$ cat config.mk
export PLATFORM = sky130hd
export DESIGN_NAME = seg_scan_driver
export DESIGN_NICKNAME = d
export VERILOG_FILES = /design/src/rtl/seg_scan_driver.sv
export SDC_FILE = /design/constraint.sdc
export NUM_CORES = 1
export LEC_CHECK = 0
export BUFFER_PORTS_ARGS = -buffer_cell sky130_fd_sc_hd__buf_4
export CELL_PAD_IN_SITES_DETAIL_PLACEMENT = 1
export CELL_PAD_IN_SITES_GLOBAL_PLACEMENT = 1
export CORE_UTILIZATION = 45
export DETAILED_ROUTE_END_ITERATION = 7
export PLACE_DENSITY = 0.83
export SETUP_SLACK_MARGIN = 0.3
export SYNTH_ARGS = -nofsm -noshare
export SYNTH_HDL_FRONTEND = slang
export SYNTH_SLANG_ARGS = --single-unit
$ cat constraint.sdc
create_clock -name clk -period 5.3 [get_ports clk]
set_input_delay 0.53 -clock clk [delete_from_list [all_inputs] [get_ports clk]]
set_output_delay 0.53 -clock clk [all_outputs]
set_load 0.05 [all_outputs]
$ cat src/rtl/seg_scan_driver.sv
// Time-multiplexed driver for a common-anode multi-digit seven-segment display.
// Latches a whole frame of digit patterns at once and leaves a blank gap before each digit.
module seg_scan_driver #(
  parameter int NUM_DIGITS   = 2,
  parameter int SCAN_DIV     = 100000,
  parameter int BLANK_CYCLES = 16
) (
  input  logic                    clk,
  input  logic                    rst_n,
  input  logic                    en,
  input  logic [8*NUM_DIGITS-1:0] seg_in,
  output logic [7:0]              seg_out,
  output logic [NUM_DIGITS-1:0]   digit_sel,
  output logic                    frame_start
);

  localparam int CNT_W = (SCAN_DIV > 1) ? $clog2(SCAN_DIV) : 1;
  localparam int IDX_W = (NUM_DIGITS > 1) ? $clog2(NUM_DIGITS) : 1;

  localparam logic [CNT_W-1:0] BLANK_LAST = CNT_W'(BLANK_CYCLES - 1);
  localparam logic [CNT_W-1:0] SLOT_LAST  = CNT_W'(SCAN_DIV - 1);
  localparam logic [IDX_W-1:0] IDX_LAST   = IDX_W'(NUM_DIGITS - 1);

  typedef enum logic [1:0] {
    IDLE  = 2'd0,
    BLANK = 2'd1,
    ON    = 2'd2
  } state_t;

  state_t                  state_reg, state_next;
  logic [CNT_W-1:0]        cnt_reg, cnt_next;
  logic [IDX_W-1:0]        idx_reg, idx_next;
  logic [8*NUM_DIGITS-1:0] snap_reg;
  logic                    snap_load;

  logic [7:0]              seg_out_reg, seg_out_next;
  logic [NUM_DIGITS-1:0]   digit_sel_reg, digit_sel_next;
  logic                    frame_start_reg, frame_start_next;

  logic [7:0]              snap_byte [NUM_DIGITS];

  // Outputs are decoded from the next state so they line up with the state they describe.
  generate
    for (genvar gi = 0; gi < NUM_DIGITS; gi++) begin : g_digit
      assign snap_byte[gi]      = snap_reg[8*gi +: 8];
      assign digit_sel_next[gi] = !((state_next == ON) && (idx_next == IDX_W'(gi)));
    end
  endgenerate

  always_comb begin
    state_next       = state_reg;
    cnt_next         = cnt_reg;
    idx_next         = idx_reg;
    snap_load        = 1'b0;
    frame_start_next = 1'b0;

    case (state_reg)
      IDLE: begin
        if (en) begin
          state_next       = BLANK;
          cnt_next         = '0;
          idx_next         = '0;
          snap_load        = 1'b1;
          frame_start_next = 1'b1;
        end
      end

      BLANK: begin
        if (!en) begin
          state_next = IDLE;
          cnt_next   = '0;
          idx_next   = '0;
        end else begin
          cnt_next = cnt_reg + CNT_W'(1);
          if (cnt_reg == BLANK_LAST) begin
            state_next = ON;
          end
        end
      end

      ON: begin
        if (!en) begin
          state_next = IDLE;
          cnt_next   = '0;
          idx_next   = '0;
        end else if (cnt_reg == SLOT_LAST) begin
          state_next = BLANK;
          cnt_next   = '0;
          // Wrapping back to digit 0 is the frame boundary: take a fresh snapshot.
          if (idx_reg == IDX_LAST) begin
            idx_next         = '0;
            snap_load        = 1'b1;
            frame_start_next = 1'b1;
          end else begin
            idx_next = idx_reg + IDX_W'(1);
          end
        end else begin
          cnt_next = cnt_reg + CNT_W'(1);
        end
      end

      default: begin
        state_next = IDLE;
        cnt_next   = '0;
        idx_next   = '0;
      end
    endcase
  end

  // Snapshot only changes on BLANK entry, so the registered copy is valid for ON.
  always_comb begin
    seg_out_next = 8'hFF;
    if (state_next == ON) begin
      seg_out_next = snap_byte[idx_next];
    end
  end

  always_ff @(posedge clk) begin
    if (!rst_n) begin
      state_reg       <= IDLE;
      cnt_reg         <= '0;
      idx_reg         <= '0;
      snap_reg        <= '1;
      seg_out_reg     <= 8'hFF;
      digit_sel_reg   <= '1;
      frame_start_reg <= 1'b0;
    end else begin
      state_reg       <= state_next;
      cnt_reg         <= cnt_next;
      idx_reg         <= idx_next;
      seg_out_reg     <= seg_out_next;
      digit_sel_reg   <= digit_sel_next;
      frame_start_reg <= frame_start_next;
      if (snap_load) begin
        snap_reg <= seg_in;
      end
    end
  end

  assign seg_out     = seg_out_reg;
  assign digit_sel   = digit_sel_reg;
  assign frame_start = frame_start_reg;

endmodule

## Word-level counts from Yosys, hierarchy flattened

Index checks and enable logic that the tools add are counted.

| operators by class | value |
|---|---|
| $add $sub $neg | 2 |
| magnitude comparators | 1 |
| eq/ne operators | 6 |
| mux-type cells | 25 |
| bitwise operators | 2 |
| reduce and logical (&&, ||, !) cells | 6 |

Operator list:

| kind | number |
|---|---|
| $mux 17 | 4 |
| $pmux 17 s3 | 1 |
| $mux 8 | 3 |
| $add 17x1->17 const B | 1 |
| $eq 17x17->1 const B | 1 |
| $eq 17x4->1 const B | 1 |
| $mux 2 | 5 |
| $mux 1 | 9 |
| $pmux 2 s3 | 1 |
| $eq 2x2->1 const B | 2 |
| $pmux 1 s3 | 1 |
| $eq 2x1->1 const B | 1 |
| $ge 2x2->1 const B | 1 |
| $logic_and 1x1->1 | 2 |
| $logic_not 1->1 | 2 |
| $logic_not 2->1 | 1 |
| $ne 2x2->1 const B | 1 |
| $not 1->2 | 1 |
| $pmux 1 s2 | 1 |
| $reduce_and 2->1 | 1 |
| $add 1x1->1 const B | 1 |
| $not 1->1 | 1 |

| storage, ports and cells | value |
|---|---|
| flip-flop bits (word level) | 47 |
| bits of input ports | 19 |

## Longest topological paths before layout

Gate-level depths: netlist (run 1).

| logic depth | value |
|---|---|
| depth after elaboration | 9 |
| depth in mapped cells | 11 |

## Worst setup path after synthesis (run 1)

OpenSTA, ideal clock, no wires.

| timing | value |
|---|---|
| kind | register to register |
| from | register cnt_reg[0] |
| to | register seg_out_reg[0] (netlist: seg_out[0]) |
| setup time | 0.137 ns |
| data arrival time | 2.217 ns |
| path slack | 2.946 ns |
| stages on the path, launching flop included | 11 |
| path buffers | 0 |
| clock period less this slack | 2.354 ns |
| path through | dfxtp_1 > ha_1 > and3_2 > nand3_1 > nor2_1 > ha_1 > mux2_2 > a32oi_1 > nor2_2 > mux2i_1 > nand2_1 |

| between the ends | value |
|---|---|
| longest elaborated chain between the ends | 8 |

Ends and longest elaborated chain:

| element | line | RTL |
|---|---|---|
| from (decl) | 31 | `logic [CNT_W-1:0] cnt_reg, cnt_next;` |
| from (signal assigned) | 129 | `cnt_reg <= cnt_next;` |
| $eq 17x17->1 | 86 | `end else if (cnt_reg == SLOT_LAST) begin` |
| $mux 1 | 86 |  |
| $mux 1 | 82 | `if (!en) begin` |
| $pmux 1 s3 | 57 | `case (state_reg)` |
| $not 1->2 (implied by the code) | 114 | `seg_out_next = snap_byte[idx_next];` |
| $mux 8 (implied by the code) (3 in a row) | 114 |  |
| to (signal assigned) | 131 | `seg_out_reg <= seg_out_next;` |
| to (decl) | 36 | `logic [7:0] seg_out_reg, seg_out_next;` |

Parallel ways exist; a longest one is shown, timed or not. The select of a mux whose other input is x is not followed.
A chain may end at the register's enable or synchronous reset.

## Worst setup path in the final report (run 1)

| timing | value |
|---|---|
| from | register state_reg[0] |
| to | register seg_out_reg[3] (netlist: seg_out[3]) |

| between the ends | value |
|---|---|
| longest elaborated chain between the ends | 6 |

Ends and longest elaborated chain:

| element | line | RTL |
|---|---|---|
| from (decl) | 30 | `state_t state_reg, state_next;` |
| from (signal assigned) | 128 | `state_reg <= state_next;` |
| $eq 2x2->1, or another cell as far along | 57 |  |
| $pmux 1 s3 | 57 |  |
| $not 1->2 (implied by the code) | 114 |  |
| $mux 8 (implied by the code) (3 in a row) | 114 |  |

Parallel ways exist; a longest one is shown, timed or not. The select of a mux whose other input is x is not followed.

==> flow_summary_export.csv, run 1 <==
group,metric,value,unit
die,io_pins,30,
timing,slew_headroom,25.2,%
placement,portBuffers,29,
worst_setup_path,slowest_stage,"nor2b_1",
hold_path,min_from,"seg_in[5]",
die,core_area,4720,um2
clock_tree,cts.htree.levels,2,
yosys,synth_nets,291,
hold_path,min_to,"snap_reg[5]$_SDFFE_PN1P_",
layout,final_common_cell,"nand2_1",
yosys,avgSynthCellArea,8.35,um2
worst_setup_path,crit_path_start_kind,"flip-flop",
global_route,antenna_found_initial,0,
clock_tree,path_clk_slew,0.09,ns
worst_setup_path,rrSetupSlack,2.35,ns
drt,first_pass_iters,4,
drt,via_count,1992,
worst_setup_path,cp.required,5.47,ns
yosys,synthSimpleGateAreaFrac,32.8,%
timing,tns,0,ns
worst_setup_path,max_stage_delay,0.91,ns
worst_setup_path,path_class,"flip-flop to flip-flop",
timing,fin_ws,2.35,ns
timing,holdWs,0.432,ns
yosys,synthArstFlopShare,0,%
placement,globalplace.congestion,0.823,
yosys,synth_compound_area_share,13.0,%
global_route,track_usage,22.8,%
layout,design_area,2540,um2
timing,fmax,339,MHz
yosys,synthMuxAreaShare,4.56,%
drt,via_per_inst,5.60,
worst_setup_path,reg2reg_depth,7,
placement,placed_cell_area,2460,um2
layout,syn_to_final_growth,14.4,%
hold_path,hold_class,"input pin to flip-flop",
yosys,seq_area_frac_synth,42.4,%
drt,routedWlPerCell,15.6,um
layout,drive_gt1_share,17.0,%
clock_tree,cts.sinks,47,
timing,rsz0062_at_grt,"false",
drt,wl,5560,um
global_route,grt_start_max_net_pins,27,
drt,antenna_left,0,
yosys,syn_area,2220,um2
timing,setup_violations,0,
clock_tree,cts_hold_buf,0,
clock_tree,post_cts_resized,0,
drt,drc,0,
worst_setup_path,cp_max_fo,14,
die,die_w,72.3,um
global_route,grt_pass1_wl,9230,um
timing,hold_viol,0,
pwr,powerDensity,260,nW/um2
global_route,grt_pass1_vias,1870,
placement,place_hpwl,3940,um
worst_setup_path,crit_path_cell_trace,"inv_1 > ha_1 > nor2b_1 > a32oi_1 > nor2_2 > mux2i_1 > nand2_1",
timing,skew,0.00867,ns
worst_setup_path,rr_endpoint,"seg_out[3]$_SDFF_PN1_",
yosys,ys_warn_count,0,
timing,finalCriticalPeriod,2.95,ns
layout,n_antenna_cell,0,
hold_path,hold_depth,3,
yosys,synthAdderAreaFrac,3.38,%
die,start_util,47.0,%
yosys,synth-edff-count,0,
clock_tree,tritoncts,"yes",
yosys,yosysUniqueCellTypes,49,
yosys,synth_top_family_by_area,"simple AND/OR/NAND/NOR gates",
clock_tree,cts-root-buf,"clkbuf_8",
layout,final_cell_mix,"58 x nand2_1, 47 x dfxtp_1, 29 x buf_4",
yosys,synth_top_flop_cell,"dfxtp_1",
die,rows,25,
clock_tree,cts_setup_buffers,0,
worst_setup_path,timing.rr.start,"state_reg[0]$_SDFF_PN0_",
clock_tree,cts_buffers,5,
timing,tightest_slew,1.12,ns
placement,place_ws,2.39,ns
timing,period_share,55.7,%
timing,maxSlewViolCount,0,
layout,largest_register_ffs,17,
die,chipHeight,72.3,um
yosys,synthCells,266,
drt,drtIter0Drc,101,
pwr,max-vdd-ir-drop,0.151,mV
outcome,status,"finished, final reports clean",
clock_tree,insertion_delay,0.30,ns
job,cap_violations,0,
layout,fin_nets,314,
global_route,overflow,0,
yosys,synth-xor-area-share,0.394,%
pwr,leakage,0.000974,uW
worst_setup_path,arrival,3.12,ns
worst_setup_path,end_kind,"flip-flop",
yosys,synth-seq-cells,47,
clock_tree,clockBufferDepth,2,
die,die_area,5220,um2
## layer usage
layer	global-route usage, %	vias up	routed length (um)
met4	6.10	0	46
met2	36.1	28	2720
met1	31.9	972	2620
met3	4.31	5	174
met5	0	-	0
li1	-	987	-
## layout make-up
type	count	area, um2
Fill cell	602	2180
Multi-Input combinational cell	202	1200
Sequential cell	47	941
Timing Repair Buffer	29	218
Tap cell	67	83.8
Clock buffer	5	68.8
Inverter	4	15.0
Clock inverter	2	13.8
## cells in the mapped netlist, drive strengths merged, types with 2 or more instances
library cell	number	area (um2)
a21o	2	15.0
a21oi	11	58.8
a31oi	6	43.8
and2	4	25.0
and3	6	38.8
and4	3	28.8
buf	3	26.3
clkbuf	10	37.5
dfxtp	47	941
ha	6	75.1
inv	4	15.0
mux2i	9	90.1
nand2	58	218
nand2b	2	12.5
nand3	25	125
nand3b	4	30.0
nand4	6	37.5
nand4b	4	35.0
nor2	15	58.8
nor3	5	36.3
nor4	3	33.8
o211ai	2	15.0
o21ai	11	58.8
o31ai	3	27.5
or3	4	25.0
## report_power, final
group | switching [uW] | internal (uW)
Clock | 123 | 90.5
Combinational | 45.5 | 28.1
Sequential | 7.63 | 366
## metrics by stage
step | utilization (%) | instances | power (uW)
after floorplan | - | 266 | 431
after global placement | 52.1 | 349 | 452
after detailed placement | 52.1 | 349 | 456
after CTS | 53.8 | 356 | 665
after global routing | 53.8 | 356 | 695
final | 53.8 | 356 | 661
## worst max-delay path by stage
| stage | startpoint | endpoint | depth (start not counted) | slack, ns |
|---|---|---|---|---|
| after floorplan | cnt_reg[0]$_SDFFE_PN0P_ | seg_out[0]$_SDFF_PN1_ | 10 | 2.95 |
| after global placement | state_reg[0]$_SDFF_PN0_ | seg_out[3]$_SDFF_PN1_ | 7 | 2.54 |
| after detailed placement | state_reg[1]$_SDFF_PN0_ | seg_out[3]$_SDFF_PN1_ | 7 | 2.39 |
| after CTS | state_reg[1]$_SDFF_PN0_ | seg_out[3]$_SDFF_PN1_ | 7 | 2.37 |
| after global routing | state_reg[1]$_SDFF_PN0_ | seg_out[1]$_SDFF_PN1_ | 7 | 2.07 |
| final | state_reg[0]$_SDFF_PN0_ | seg_out[3]$_SDFF_PN1_ | 7 | 2.35 |
## worst max-delay path: cells and delay by family (launching register included)
family	cells	cell delay [ns]
AND/OR/NAND/NOR	3	1.54
AO/OA/AOI/OAI	1	0.25
flip-flops	1	0.37
multiplexers	1	0.27
adder cells (fa/ha/maj)	1	0.28
buffers and inverters	1	0.10
## logic make-up after synthesis
family | count (synthesis)
buffers and inverters | 17
flip-flops | 47
AND/OR/NAND/NOR | 142
multiplexers | 10
AO/OA/AOI/OAI | 43
adder cells (fa/ha/maj) | 6
XOR/XNOR | 1
No activity file was read; power rests on OpenSTA's default activity.
==> run 2: changes to the inputs <==
- ABC_AREA: default -> 1
- CORE_UTILIZATION: 45 -> 37
- PLACE_DENSITY: 0.83 -> 0.75
- clock period: 5.3 -> 2.5 ns (I/O delays scaled with it)
==> flow_summary_export.csv, run 2 <==
group,metric,value,unit
global_route,met2_usage,34.4,%
global_route,grt_pass1_wl,10900,um
yosys,synth_top_flop_cell,"dfxtp_1",
yosys,synthAdderAreaFrac,3.10,%
layout,layoutNonFillerInstCount,450,
yosys,synth_top_cell_by_area,"dfxtp_1",
worst_setup_path,cp_top_family,"simple AND/OR/NAND/NOR gates",
drt,drc,0,
placement,globalplace.congestion,0.778,
layout,syn_to_final_growth,15.6,%
die,chipHeight,82.9,um
worst_setup_path,arrival,2.23,ns
worst_setup_path,crit_path_cell_trace,"ha_1 > nand2_2 > nor2_1 > nand3_2 > inv_1 > ha_1 > nor2_1 > o21ai_2 > nand2_4 > buf_4 > o21ai_0 > nand2_1",
yosys,netlist.area_leader.share,38.9,%
layout,final_common_cell,"nand2_1",
clock_tree,cts_hold_buf,0,
global_route,antenna_found_initial,0,
layout,nFillCells,830,
layout,drive_gt1_share,17.4,%
clock_tree,path_clk_slew,0.10,ns
die,core_area,6310,um2
timing,finalCriticalPeriod,2.04,ns
die,io_pins,30,
yosys,synth_most_common_cell,"nand2_1",
job,cap_violations,0,
layout,largest_register_ffs,17,
drt,via_per_inst,4.95,
clock_tree,cts.htree.levels,2,
placement,place_ws,0.493,ns
yosys,yosysUniqueCellTypes,31,
worst_setup_path,crit_start,"cnt_reg[0]$_SDFFE_PN0P_",
yosys,synth-xor-area-share,3.62,%
die,die_area,6860,um2
timing,tns,0,ns
drt,routedWlPerCell,14.1,um
layout,final_cell_mix,"87 x nand2_1, 46 x dfxtp_1, 44 x nor2_1",
clock_tree,tritoncts,"yes",
die,rows,29,
outcome,status,"finished, final reports clean",
drt,antenna_left,0,
timing,slew_headroom,63.6,%
yosys,ys_top_cells_by_count,"87 x nand2_1, 47 x dfxtp_1, 44 x nor2_1",
worst_setup_path,cp.buffers_inverters,2,
yosys,synth_compound_area_share,9.52,%
yosys,synth_top_family_by_area,"simple AND/OR/NAND/NOR gates",
timing,hold_viol,0,
layout,fin_nets,397,
global_route,grt.busiest_layer,"met2",
clock_tree,cts-root-buf,"clkbuf_8",
worst_setup_path,crit_path_start_kind,"flip-flop",
clock_tree,cts.sinks,47,
global_route,grt_start_max_net_pins,25,
hold_path,min_from,"seg_in[9]",
pwr,leakage,0.00121,uW
global_route,met1_usage,24.2,%
worst_setup_path,max_stage_delay,0.34,ns
yosys,avgSynthCellArea,7.07,um2
die,die_w,82.9,um
pwr,max-vdd-ir-drop,0.325,mV
pwr,powerDensity,514,nW/um2
timing,setup_violations,0,
yosys,synthCells,342,
timing,skew,0.00572,ns
timing,fin_ws,0.461,ns
die,start_util,38.3,%
clock_tree,insertion_delay,0.31,ns
timing,period_share,81.6,%
yosys,netlist_top_cells_area,"dfxtp_1 39%, nand2_1 14%, nor2_1 6.8%, nand3_1 6.4%, inv_1 5.1%",
yosys,synthSimpleGateAreaFrac,35.5,%
timing,tightest_slew,0.546,ns
placement,place_inst,438,
layout,n_antenna_cell,0,
layout,final_util,44.3,%
hold_path,hold_class,"input pin to flip-flop",
yosys,synth-edff-count,0,
global_route,track_usage,19.7,%
global_route,use_met3,4.37,%
placement,placed_cell_area,2670,um2
clock_tree,cts_buffers,5,
yosys,synthArstFlopShare,0,%
global_route,grt_pass1_vias,2312,
clock_tree,clockBufferDepth,2,
worst_setup_path,slowest_stage,"dfxtp_1",
worst_setup_path,timing.rr.start,"cnt_reg[0]$_SDFFE_PN0P_",
drt,wl,6360,um
yosys,synth_nets,367,
layout,design_area,2800,um2
placement,place_hpwl,4540,um
yosys,synth-seq-cells,47,
yosys,seq_area_frac_synth,38.9,%
drt,drtIter0Drc,98,
timing,maxSlewViolCount,0,
worst_setup_path,end_kind,"flip-flop",
drt,via_count,2229,
worst_setup_path,cp.required,2.70,ns
drt,first_pass_iters,4,
timing,rsz0062_at_grt,"true",
yosys,synthMuxAreaShare,0.414,%
worst_setup_path,cp_max_fo,8,
global_route,overflow,0,
placement,portBuffers,29,
yosys,syn_area,2420,um2
timing,fmax,490,MHz
yosys,ys_warn_count,0,
worst_setup_path,path_class,"flip-flop to flip-flop",
run 2: cell count changes in the layout (fill, tap and decap cells not counted), sizes merged, moves of 5 or more:
cell,change
xor2,+9
inv,+34
buf,+5
nand2,+38
a31oi,-5
mux2i,-8
nand3,+8
o211ai,+5
and3,-6
nor2,+35
run 2: path summary, 6_finish.rpt:
kind,to,cells past startpoint,slack [ns]
worst max-delay path,seg_out[5]$_SDFF_PN1_,12,0.46
worst min register to register,snap_reg[12]$_SDFFE_PN1P_,2,0.46
worst max register to register,seg_out[5]$_SDFF_PN1_,12,0.46
worst min-delay path,snap_reg[9]$_SDFFE_PN1P_,3,0.15
run 2: timing repair:
action	4_1_cts	5_1_grt
setup buffers	0	3
resized for setup	0	1
setup endpoints to repair	0	2
run 2: through the flow:
step	power (uW)	hold WS [ns]
final	1440	0.145
after detailed placement	957	0.444
after floorplan	900	0.376
after global routing	1510	0.134
after CTS	1450	0.140
after global placement	951	0.435
run 2: where the power goes:
part           total [uW]  internal (uW)  switching (uW)
clock network         497            203             294
registers             785            774            11.7
logic                 153           55.1            98.0
total                1440           1030             404
run 2: area by class of cell:
cell class	count	area [um2]	area share (%)
multi-input cells	247	1270	45.4
repair buffers	34	255	9.13
flip-flops and latches	47	942	33.7
inverters	37	141	5.06
clock inverters	3	22.5	0.806
well taps	77	96.3	3.45
clock buffers	5	68.8	2.46
run 2: kinds of logic after synthesis:
| kind of cell | Yosys count |
|---|---|
| AOI/OAI and AO/OA | 39 |
| xor gates and xnor gates | 10 |
| adders and majority gates | 6 |
| buffers and inverters | 49 |
| DFF | 47 |
| muxes | 1 |
| and+or+nand+nor | 190 |
run 2: worst reg2reg max path, cell delays in order, from the launching register on:
cell and delay, ns:
dfxtp_1 0.34, ha_1 0.23, nand2_2 0.11, nor2_1 0.07, nand3_2 0.08, inv_1 0.05, ha_1 0.27, nor2_1 0.05
o21ai_2 0.22, nand2_4 0.13, buf_4 0.16, o21ai_0 0.15, nand2_1 0.07
run 2: per-layer routing:
layer	up-vias	part of all wire, %	wire length [um]
met4	0	1.5	95
met2	33	51	3220
li1	1148	-	-
met1	1039	46	2900
met5	-	0	0
met3	9	2.3	146
